==> src/rtl/if_fetch_ctrl.sv <==
`default_nettype none
// ============================================================================
//  Module   : if_fetch_ctrl
//  Purpose  : Instruction-fetch sequencer; one outstanding request to a
//             variable-latency memory, 2-entry instruction FIFO toward IF/ID.
//  Revision : 1.0
// ============================================================================
module if_fetch_ctrl #(
    parameter int              ADDR_W   = 32,
    parameter int              DATA_W   = 32,
    parameter logic [ADDR_W-1:0] RESET_PC = '0
) (
    input  logic              clk,
    input  logic              rst,
    input  logic              stall,
    input  logic              jump_ce,
    input  logic [ADDR_W-1:0] jump_pc,
    output logic              mem_req,
    output logic [ADDR_W-1:0] mem_addr,
    input  logic              mem_ack,
    input  logic [DATA_W-1:0] mem_rdata,
    output logic [DATA_W-1:0] inst,
    output logic [ADDR_W-1:0] pc_addr,
    output logic              inst_valid
);

    typedef enum logic [1:0] {
        S_BOOT = 2'd0,
        S_RUN  = 2'd1,
        S_DROP = 2'd2
    } state_t;

    state_t            state_q, state_d;
    logic [ADDR_W-1:0] fetch_pc_q, fetch_pc_d;
    logic [ADDR_W-1:0] req_addr_q, req_addr_d;
    logic              pend_q, pend_d;
    logic [1:0]        count_q, count_d;
    logic [DATA_W-1:0] head_data_q, head_data_d;
    logic [ADDR_W-1:0] head_pc_q, head_pc_d;
    logic [DATA_W-1:0] tail_data_q, tail_data_d;
    logic [ADDR_W-1:0] tail_pc_q, tail_pc_d;

    logic fresh;
    logic ack;
    logic push;
    logic pop;

    always_ff @(posedge clk or negedge rst) begin
        if (!rst) begin
            state_q     <= S_BOOT;
            fetch_pc_q  <= RESET_PC;
            req_addr_q  <= RESET_PC;
            pend_q      <= 1'b0;
            count_q     <= 2'd0;
            head_data_q <= '0;
            head_pc_q   <= '0;
            tail_data_q <= '0;
            tail_pc_q   <= '0;
        end else begin
            state_q     <= state_d;
            fetch_pc_q  <= fetch_pc_d;
            req_addr_q  <= req_addr_d;
            pend_q      <= pend_d;
            count_q     <= count_d;
            head_data_q <= head_data_d;
            head_pc_q   <= head_pc_d;
            tail_data_q <= tail_data_d;
            tail_pc_q   <= tail_pc_d;
        end
    end

    always_comb begin
        state_d     = state_q;
        fetch_pc_d  = fetch_pc_q;
        req_addr_d  = req_addr_q;
        pend_d      = pend_q;
        count_d     = count_q;
        head_data_d = head_data_q;
        head_pc_d   = head_pc_q;
        tail_data_d = tail_data_q;
        tail_pc_d   = tail_pc_q;

        // A new request is only launched when nothing is in flight and the FIFO has room.
        fresh    = (state_q == S_RUN) && !pend_q && (count_q < 2'd2) && !jump_ce;
        mem_req  = fresh || pend_q || (state_q == S_DROP);
        mem_addr = fresh ? fetch_pc_q : req_addr_q;
        ack      = mem_req && mem_ack;
        push     = (state_q == S_RUN) && ack && !jump_ce;
        pop      = (count_q != 2'd0) && !stall && !jump_ce;

        case (state_q)
            S_BOOT: begin
                state_d = S_RUN;
                if (jump_ce) begin
                    fetch_pc_d = jump_pc;
                end
            end
            S_RUN: begin
                if (jump_ce) begin
                    fetch_pc_d = jump_pc;
                    if (ack) begin
                        pend_d = 1'b0;
                    end else if (pend_q) begin
                        state_d = S_DROP;
                    end
                end else if (ack) begin
                    fetch_pc_d = mem_addr + ADDR_W'(4);
                    pend_d     = 1'b0;
                end else if (fresh) begin
                    pend_d     = 1'b1;
                    req_addr_d = fetch_pc_q;
                end
            end
            S_DROP: begin
                if (jump_ce) begin
                    fetch_pc_d = jump_pc;
                end
                if (ack) begin
                    pend_d  = 1'b0;
                    state_d = S_RUN;
                end
            end
            default: begin
                state_d = S_BOOT;
            end
        endcase

        if (jump_ce) begin
            count_d = 2'd0;
        end else begin
            case ({push, pop})
                2'b10: begin
                    if (count_q == 2'd0) begin
                        head_data_d = mem_rdata;
                        head_pc_d   = mem_addr;
                    end else begin
                        tail_data_d = mem_rdata;
                        tail_pc_d   = mem_addr;
                    end
                    count_d = count_q + 2'd1;
                end
                2'b01: begin
                    head_data_d = tail_data_q;
                    head_pc_d   = tail_pc_q;
                    count_d     = count_q - 2'd1;
                end
                2'b11: begin
                    // Simultaneous push/pop: the new word lands behind whatever stays.
                    if (count_q == 2'd1) begin
                        head_data_d = mem_rdata;
                        head_pc_d   = mem_addr;
                    end else begin
                        head_data_d = tail_data_q;
                        head_pc_d   = tail_pc_q;
                        tail_data_d = mem_rdata;
                        tail_pc_d   = mem_addr;
                    end
                end
                default: begin
                    count_d = count_q;
                end
            endcase
        end
    end

    assign inst       = head_data_q;
    assign pc_addr    = head_pc_q;
    assign inst_valid = (count_q != 2'd0);

endmodule
`default_nettype wire

==> config.mk <==
export PLATFORM = sky130hd
export DESIGN_NAME = if_fetch_ctrl
export DESIGN_NICKNAME = d
export VERILOG_FILES = /design/src/rtl/if_fetch_ctrl.sv
export SDC_FILE = /design/constraint.sdc
export NUM_CORES = 1
export LEC_CHECK = 0
export BUFFER_PORTS_ARGS = -buffer_cell sky130_fd_sc_hd__buf_2
export CAP_MARGIN = 15
export CELL_PAD_IN_SITES_DETAIL_PLACEMENT = 0
export CELL_PAD_IN_SITES_GLOBAL_PLACEMENT = 1
export CORE_ASPECT_RATIO = 1.1
export CORE_MARGIN = 4
export CORE_UTILIZATION = 46
export DETAILED_ROUTE_END_ITERATION = 10
export PLACE_DENSITY_LB_ADDON = 0.25
export SLEW_MARGIN = 20
export SYNTH_ARGS = -nofsm -noshare
export SYNTH_HDL_FRONTEND = slang
export SYNTH_SLANG_ARGS = --single-unit
==> constraint.sdc <==
create_clock -name clk -period 4.7 [get_ports clk]
set_input_delay 0.235 -clock clk [delete_from_list [all_inputs] [get_ports clk]]
set_output_delay 0.235 -clock clk [all_outputs]
set_load 0.02 [all_outputs]
==> results of run 1 <==
## state kept, by name (all words and copies together), names as in the netlist
| name | flops |
|---|---|
| fetch_pc_q | 32 |
| inst | 32 |
| pc_addr | 32 |
| req_addr_q | 32 |
| tail_data_q | 32 |
| tail_pc_q | 32 |
| count_q | 2 |
| state_q | 2 |
| pend_q | 1 |
## cells in the final DEF, fill, tap and decap left out, drive strengths merged, types with 2 or more instances in the layout
cell type,n
dfrtp,197
buf,175
nand2,161
o21ai,152
nor2,85
mux2i,63
a21oi,60
inv,51
mux2,33
nand3,29
xnor2,25
clkbuf,21
nor3,17
or3,16
o22ai,11
nand4,8
ha,8
nor4,8
a31oi,6
a221oi,5
a22oi,5
and2,5
a32oi,4
o211ai,4
o221ai,4
a21o,3
xor2,2
o2111ai,2
clkinv,2
nor4b,2
a21boi,2
## layer usage
metal,global-route usage (%),share of wire [%],vias to the layer above
met4,5.218,0.88,0
li1,-,-,3856
met5,0,0,-
met2,29.44,43,198
met1,33.06,52,3656
met3,3.160,4.4,14
## final timing paths
kind / start / end / slack, ps
hold reg to reg: inst[22] / inst[22] / 470
hold / removal: mem_rdata[1] / tail_data_q[1] / 40
setup reg to reg: state_q[0] / inst[11] / 1420
setup / recovery: state_q[1] / mem_addr[5] / 1160
min in group asynchronous: rst / inst[22] / 500
max in group asynchronous: rst / tail_pc_q[16] / 3160
## logic make-up after synthesis
kind of cell	count (synthesis)	synth area share (%)
AOI/OAI and AO/OA	261	14.99
xor gates and xnor gates	27	2.438
adders and majority gates	8	1.032
buffers and inverters	105	4.528
DFF	197	50.83
muxes	96	10.37
and+or+nand+nor	339	15.82
## where the power goes
group | switching [W] | internal [W]
Clock | 0.000688 | 0.000743
Sequential | 0.000553 | 0.00251
Combinational | 0.00247 | 0.00137
## layout make-up
type                    instances  area, sq um
clock inverters                12        108.9
clock buffers                  20        466.7
inverters                      42        157.7
fillers                      1983         9343
flip-flops and latches        197         4930
repair buffers                177        937.1
multi-input cells             731         4382
well taps                     256        320.3
## what timing repair did
action,CTS,global route
resized for setup,0,0
hold endpoints to repair,107,0
setup buffers,0,0
hold buffers,1,0
## Yosys cell counts (2+ instances only)
master	number
buf_2	21
inv_1	42
a21o_1	3
nand3_1	29
xnor2_1	25
o211ai_1	4
buf_1	2
nor3_1	15
a32oi_1	4
xor2_1	2
a31oi_1	6
buf_4	3
o21ai_0	148
and2_1	4
or3_1	16
o22ai_1	11
nor3_2	2
dfrtp_1	197
o221ai_2	2
a22oi_1	5
o2111ai_1	2
o21ai_1	4
nand4_1	8
ha_1	8
clkbuf_1	36
nor2_1	85
nand2_1	161
nor4_4	3
a21oi_1	59
mux2i_1	62
a221oi_1	5
o221ai_1	2
nor4_1	5
mux2_2	33
## stage by stage
| step | worst slack [ps] | std cells | hold WS, ps | utilization [%] |
|---|---|---|---|---|
| after global routing | 970.3 | 1435 | 32.54 | 54.75 |
| after global placement | 1445 | 1402 | 433.0 | 51.91 |
| after detailed placement | 1411 | 1402 | 436.3 | 51.91 |
| after floorplan | 1453 | 1033 | -60.59 | - |
| final | 1164 | 1435 | 42.90 | 54.75 |
| after CTS | 1159 | 1435 | 26.60 | 54.75 |
## worst max-delay path: stages, from the launching register on
cell and delay (ps):
dfrtp_1 400, inv_1 110, ha_1 240, nor4b_4 460, buf_4 580, mux2i_1 740
inv_1 130, buf_2 200
==> impl_metrics.yaml, run 1 <==
status:
  outcome: "finished, final reports clean"
clocking:
  clk_pin_slew_ps: 70
  clock_latency_ps: 430
  cts_max_path_buffers: 2
  cts_tree: "built"
  clock_sinks: 197
  numCtsBuffers: 17
  cts_max_level: 4
  cts-root-buf: "clkbuf_16"
setup_path:
  cp_max_fo: 45
  r2r_cells: 7
  critPathArrivalTime_ps: 3300
  start_kind: "register"
  path_class: "reg2out"
  worstSetupEndpointType: "output pin"
  cp.required_ps: 4470
synth:
  synth_area_sq_mm: 0.009699
  syn_area_per_cell_sq_um: 9.389
  syn-num-nets: 1110
  synthFlopType: "dfrtp_1"
  synth_seq_cells: 197
  synth-seq-area-share_pct: 50.83
  synth_top_area_cell: "dfrtp_1"
  synthTopCellsByArea: "dfrtp_1 (51%), o21ai_0 (7.6%), mux2i_1 (6.4%), nand2_1 (6.2%), mux2_2 (3.8%)"
  yosysWarnings: 0
  syn_inst: 1033
  synth_edf_count: 0
  synth.top_cell.area_share_pct: 50.83
  ys_types: 53
  synth-async-reset-ratio_pct: 100.0
die:
  boundaryPins: 167
  die_x_microns: 146.5
  rows: 55
  core_sq_mm: 0.02064
  dieArea_sq_mm: 0.02348
  die_h_microns: 160.3
  start_util_pct: 46.98
sta:
  period_needed_ps: 3536
  finalSetupViolCount: 0
  hold_viol: 0
  rsz0062_at_grt: "false"
  fmax_ghz: 0.2828
  maxSlewViolCount: 0
  max_slew_margin_pct: 32.09
  fin_tns_setup_ps: 0
  worst_clock_skew_ps: 12.98
  fin_crit_sh_pct: 75.22
  worstMarginPinSlew_ps: 1019
global_routing:
  first_global_vias: 7436
  track_usage_pct: 20.71
  grt_pass1_wl_microns: 39900
  antenna_found_initial: 0
  grt_start_max_net_pins: 111
  gr-total-overflow: 0
layout:
  antenna_cells: 0
  final_area_sq_mm: 0.01130
  final_layout_size_suffix_gt1_share_pct: 21.97
  final_nets: 1243
  area_growth_pct: 16.52
routing:
  finalWirelength_microns: 24180
  wl_per_cell_microns: 16.85
  firstDrtPassIters: 4
  drtIter0Drc: 523
  ant_nets: 0
  drc_errors: 0
  via_count: 7724
  viasPerCell: 5.383
placement:
  io_buffers: 166
  gp_congestion: 0.8356
  placed_area_sq_mm: 0.01072
  dpl.hpwl_microns: 16740
pwr:
  vdd.ir_drop.worst_v: 0.0002813
  p_per_area_mw_per_mm2: 737.4
  fin_total_pwr_w: 0.008334
  p_leak_nw: 5.312
hold_path:
  min_path_type: "in2reg"
  whs_path_depth: 2
flow_run:
  cap_violations: 0
Power figures use the tool's default switching activity.
==> inputs of run 2 (changes only) <==
Settings changed: CORE_UTILIZATION 46 to 43.
Clock period 4.7 ns to 3.7 ns, I/O delays scaled along.
==> run 2 against run 1 <==
  * Hold slack worse by 24 ps
  * Sequential share of layout area is 1.8 points lower
  * Die area rose by 6.6%
  * Design area up 4.3%
  * Cell count up 5.6%
  * Clock skew grew 0.94 ps
  * Power is 29% higher
  * Global-route usage is 0.27 points lower
  * Count of clock-buffer cells in the layout decreased by 3
  * Register-to-register slack worse by 830 ps
  * Non-clock buffer count is 41 higher
  * Via count up 2.0%
  * Largest cell class unchanged
  * Largest power group unchanged
==> impl_metrics.yaml, run 2 (same netlist as run 1, synthesis figures left out) <==
status:
  outcome: "finished, final reports clean"
sta:
  maxSlewViolCount: 0
  timing.hold.ws_ps: 19.35
  worstMarginPinSlew_ps: 856.4
  hold_viol: 0
  worst_clock_skew_ps: 13.92
  finalSetupViolCount: 0
  fin_tns_setup_ps: 0
  max_slew_margin_pct: 41.27
  period_needed_ps: 3448
  rsz0062_at_grt: "false"
  setup_ws_ps: 251.7
  fin_crit_sh_pct: 93.20
  fmax_ghz: 0.2900
routing:
  wl_per_cell_microns: 16.66
  finalWirelength_microns: 25240
  firstDrtPassIters: 7
  ant_nets: 0
  drc_errors: 0
  viasPerCell: 5.201
  drtIter0Drc: 497
  via_count: 7879
setup_path:
  regToRegStartpoint: "state_q[1]"
  cp.required_ps: 3510
  worstSetupEndpointType: "output pin"
  start_kind: "register"
  endpoint: "mem_addr[19]"
  worstSetupStartpoint: "state_q[1]"
  rrSetupSlack_ps: 590
  r2r_cells: 8
  critPathArrivalTime_ps: 3260
  r2r_end: "tail_pc_q[16]"
  path_class: "reg2out"
  cp_max_fo: 30
layout:
  final_common_cell: "dfrtp_1"
  final_layout_size_suffix_gt1_share_pct: 22.62
  area_growth_pct: 21.53
  nFillCells: 2066
  mostFrequentLayoutCells: "dfrtp_1 (197), buf_2 (165), nand2_1 (159)"
  antenna_cells: 0
  final_nets: 1284
global_routing:
  gr-total-overflow: 0
  track_usage_pct: 20.44
  grt_pass1_wl_microns: 40480
  grt_start_max_net_pins: 97
  first_global_vias: 7596
  antenna_found_initial: 0
clocking:
  cts_max_path_buffers: 2
  numCtsBuffers: 17
  cts_max_level: 4
  cts_tree: "built"
  clock_sinks: 197
  clock_latency_ps: 430
  clk_pin_slew_ps: 80
  cts-root-buf: "clkbuf_16"
die:
  start_util_pct: 43.73
  dieArea_sq_mm: 0.02503
  die_x_microns: 151.2
  die_h_microns: 165.5
  boundaryPins: 167
  core_sq_mm: 0.02218
  rows: 57
placement:
  pre_cts_ws_ps: 646.9
  dpl.hpwl_microns: 17980
  gp_congestion: 0.8434
  io_buffers: 166
pwr:
  p_leak_nw: 5.508
  p_per_area_mw_per_mm2: 914.3
  vdd.ir_drop.worst_v: 0.0003719
flow_run:
  cap_violations: 0
hold_path:
  min_path_type: "in2reg"
-- run 2: layout make-up --
| cell class | instances | area, sq um | area share [%] |
|---|---|---|---|
| clock buffers | 17 | 425.4 | 3.609 |
| clock inverters | 15 | 168.9 | 1.433 |
| inverters | 42 | 157.7 | 1.337 |
| multi-input cells | 731 | 4389 | 37.24 |
| flip-flops and latches | 197 | 4930 | 41.82 |
| well taps | 295 | 369.1 | 3.131 |
| repair buffers | 218 | 1348 | 11.43 |
-- run 2: per-stage QoR --
step                      cells  power (W)  util, %  instance area, sq um
after global routing       1515    0.01164    53.14                 11790
final                      1515    0.01078    53.14                 11790
after global placement     1456   0.008839    49.21                 10920
after detailed placement   1456   0.008941    49.21                 10920
after floorplan            1033   0.007209        -                  9699
after CTS                  1515    0.01086    53.11                 11780
-- run 2: worst min path at each step --
stage | endpoint | slack (ps) | depth (start not counted) | start
final | tail_data_q[21] | 20 | 2 | mem_rdata[21]
after global routing | tail_data_q[16] | 6 | 2 | mem_rdata[16]
after CTS | tail_data_q[21] | 0.8 | 2 | mem_rdata[21]
after detailed placement | inst[24] | 340 | 1 | rst
after global placement | inst[22] | 330 | 1 | rst
after floorplan | count_q[0] | -110 | 0 | rst
-- run 2: repair_timing --
action,4_1_cts,5_1_grt
hold buffers,27,0
gates resized for setup,0,2
buffers inserted,0,0
setup endpoints to repair,0,2
endpoints found under the hold margin,120,0
-- run 2: report_power, final --
part           internal [W]  total (W)  switching (W)
Clock              0.000964    0.00187       0.000906
Combinational       0.00184    0.00503        0.00319
Sequential          0.00318    0.00388       0.000698
-- run 2: critical path: stages, from the launching register on --
cell     delay, ps
dfrtp_1        410
inv_1          120
ha_1           250
nor4b_4        380
buf_4          450
buf_4          340
mux2i_1        600
inv_1           80
buf_2          180
-- run 2: metal layers --
metal  part of all wire, %  global-route usage [%]  wire, microns
met1                    50                   30.64          12670
met2                    44                   30.62          11140
met3                   4.8                   3.876           1203
met4                  0.93                   4.946            234
met5                     0                       0              0
==> inputs of run 3 (changes only) <==
Settings changed: CORE_ASPECT_RATIO 1.1 to not set.
==> run 3 against run 2 <==
  * Count of clock-buffer cells in the layout is the same
  * Sequential share of layout area is 0.14 points higher
  * Sequential power about the same
  * Critical path depth is the same
  * Utilization rose by 0.20 points
  * Clock power up 7%
  * Clock skew is 3.2 ps higher
  * Combinational power down 0.8%
  * Sequential cell count stayed put
  * Critical path type unchanged
  * Largest cell class unchanged
  * Largest power group unchanged
==> impl_metrics.yaml, run 3 (same netlist as run 1, synthesis figures left out) <==
status:
  outcome: "finished, final reports clean"
placement:
  io_buffers: 166
  dpl.hpwl_microns: 17890
  gp_congestion: 0.8334
global_routing:
  grt_start_max_net_pins: 111
  grt_pass1_wl_microns: 41300
  gr-total-overflow: 0
  antenna_found_initial: 0
  track_usage_pct: 20.76
  first_global_vias: 7443
sta:
  fmax_ghz: 0.2980
  finalSetupViolCount: 0
  worst_clock_skew_ps: 17.10
  hold_viol: 0
  maxSlewViolCount: 0
  max_slew_margin_pct: 42.24
  worstMarginPinSlew_ps: 863.3
  fin_crit_sh_pct: 90.70
  rsz0062_at_grt: "false"
  period_needed_ps: 3356
  fin_tns_setup_ps: 0
routing:
  ant_nets: 0
  via_count: 7836
  finalWirelength_microns: 25580
  wl_per_cell_microns: 17.11
  firstDrtPassIters: 8
  drtIter0Drc: 744
  drc_errors: 0
  viasPerCell: 5.241
clocking:
  clk_pin_slew_ps: 80
  cts-root-buf: "clkbuf_16"
  clock_sinks: 197
  cts_max_path_buffers: 2
  clock_latency_ps: 430
  cts_tree: "built"
  cts_max_level: 4
  numCtsBuffers: 17
setup_path:
  rrSetupSlack_ps: 680
  worstSetupEndpointType: "output pin"
  cp.required_ps: 3510
  start_kind: "register"
  path_class: "reg2out"
  regToRegStartpoint: "state_q[1]"
  r2r_end: "fetch_pc_q[24]"
  critPathArrivalTime_ps: 3170
  cp_max_fo: 25
  r2r_cells: 10
hold_path:
  min_path_type: "in2reg"
  min_to: "tail_data_q[9]"
  worstHoldStart: "mem_rdata[9]"
  whs_path_depth: 2
layout:
  final_layout_size_suffix_gt1_share_pct: 22.39
  mostFrequentLayoutCells: "dfrtp_1 (197), buf_2 (165), nand2_1 (159)"
  final_common_cell: "dfrtp_1"
  final_nets: 1279
  antenna_cells: 0
  area_growth_pct: 21.13
pwr:
  p_leak_nw: 5.502
  p_int_w: 0.006087
  fin_total_pwr_w: 0.01091
  netSwitchingPower_w: 0.004818
  clock_power_share_pct: 18.5
  p_per_area_mw_per_mm2: 928.2
  sequentialPowerShare_pct: 35.8
  swShare_pct: 44.18
  vdd.ir_drop.worst_v: 0.0003973
  power_frac_comb_pct: 45.7
die:
  dieArea_sq_mm: 0.02502
  start_util_pct: 44.04
  die_h_microns: 158.2
  core_sq_mm: 0.02203
  boundaryPins: 167
  die_x_microns: 158.2
  rows: 54
flow_run:
  cap_violations: 0
-- run 3: changes by cell type in the layout (fill, tap and decap cells not counted), moves of 2 or more --
cell           before  now
dlygate4sd3_1      27   24
bufinv_16           1    3
mux2i_1            60   62
mux2i_2             3    1
-- run 3: worst max-delay path by stage --
| stage | endpoint | cells past startpoint | from | slack (ps) |
|---|---|---|---|---|
| floorplan | fetch_pc_q[30] | 14 | state_q[1] | 450 |
| global placement | fetch_pc_q[24] | 10 | state_q[1] | 790 |
| detailed placement | fetch_pc_q[24] | 10 | state_q[1] | 730 |
| CTS | mem_addr[17] | 8 | state_q[1] | 310 |
| global route | mem_addr[17] | 8 | state_q[1] | 130 |
| finish | mem_addr[17] | 8 | state_q[1] | 340 |
-- run 3: critical path, cell delays in order, from the launching register on --
cell and delay [ps]:
dfrtp_1 410, inv_1 110, ha_1 240, nor4b_4 330
buf_4 370, buf_4 390, mux2i_1 570, inv_1 120
buf_2 190
-- run 3: area by class of cell --
class / instances / area [sq um]
clock buffer: 17 / 425.4
clock inverter: 15 / 214.0
fill: 2068 / 10280
inverter: 42 / 157.7
multi-input combinational: 731 / 4382
sequential: 197 / 4930
tap: 280 / 350.3
timing repair buffer: 213 / 1290
-- run 3: what timing repair did --
| action | CTS | global route |
|---|---|---|
| gates resized for setup | 0 | 0 |
| endpoints found under the setup margin | 0 | 0 |
| hold buffers | 24 | 0 |
| setup buffers | 0 | 0 |
| endpoints found under the hold margin | 113 | 0 |
-- run 3: metal layers --
| layer | up-vias | part of all wire, % | GRT usage (%) | wire [microns] |
|---|---|---|---|---|
| li1 | 3911 | - | - | - |
| met1 | 3664 | 52 | 33.80 | 13200 |
| met2 | 243 | 41 | 28.86 | 10520 |
| met3 | 18 | 6.3 | 3.445 | 1615 |
| met4 | 0 | 0.96 | 4.387 | 245 |
| met5 | - | 0 | 0 | 0 |
-- run 3: stage by stage --
stage | util (%) | worst slack, ps | std cells | area, sq um | hold WS (ps)
final | 53.34 | 344.1 | 1495 | 11750 | 22.42
after global routing | 53.34 | 127.2 | 1495 | 11750 | 11.32
after CTS | 53.34 | 308.9 | 1495 | 11750 | 0.4654
after detailed placement | 49.35 | 727.3 | 1439 | 10870 | 321.8
after global placement | 49.35 | 785.6 | 1439 | 10870 | 317.3
after floorplan | - | 453.4 | 1033 | 9699 | -110.6
-- run 3: power groups by stage --
stage / registers, W / logic, W / clock network (W)
4_1_cts: 0.00389 / 0.00503 / 0.00205
3_3_place_gp: 0.00389 / 0.00494 / 0
2_1_floorplan: 0.00415 / 0.00306 / 0
6_report: 0.00390 / 0.00499 / 0.00201
3_5_place_dp: 0.00392 / 0.00500 / 0
5_1_grt: 0.00403 / 0.00559 / 0.00213
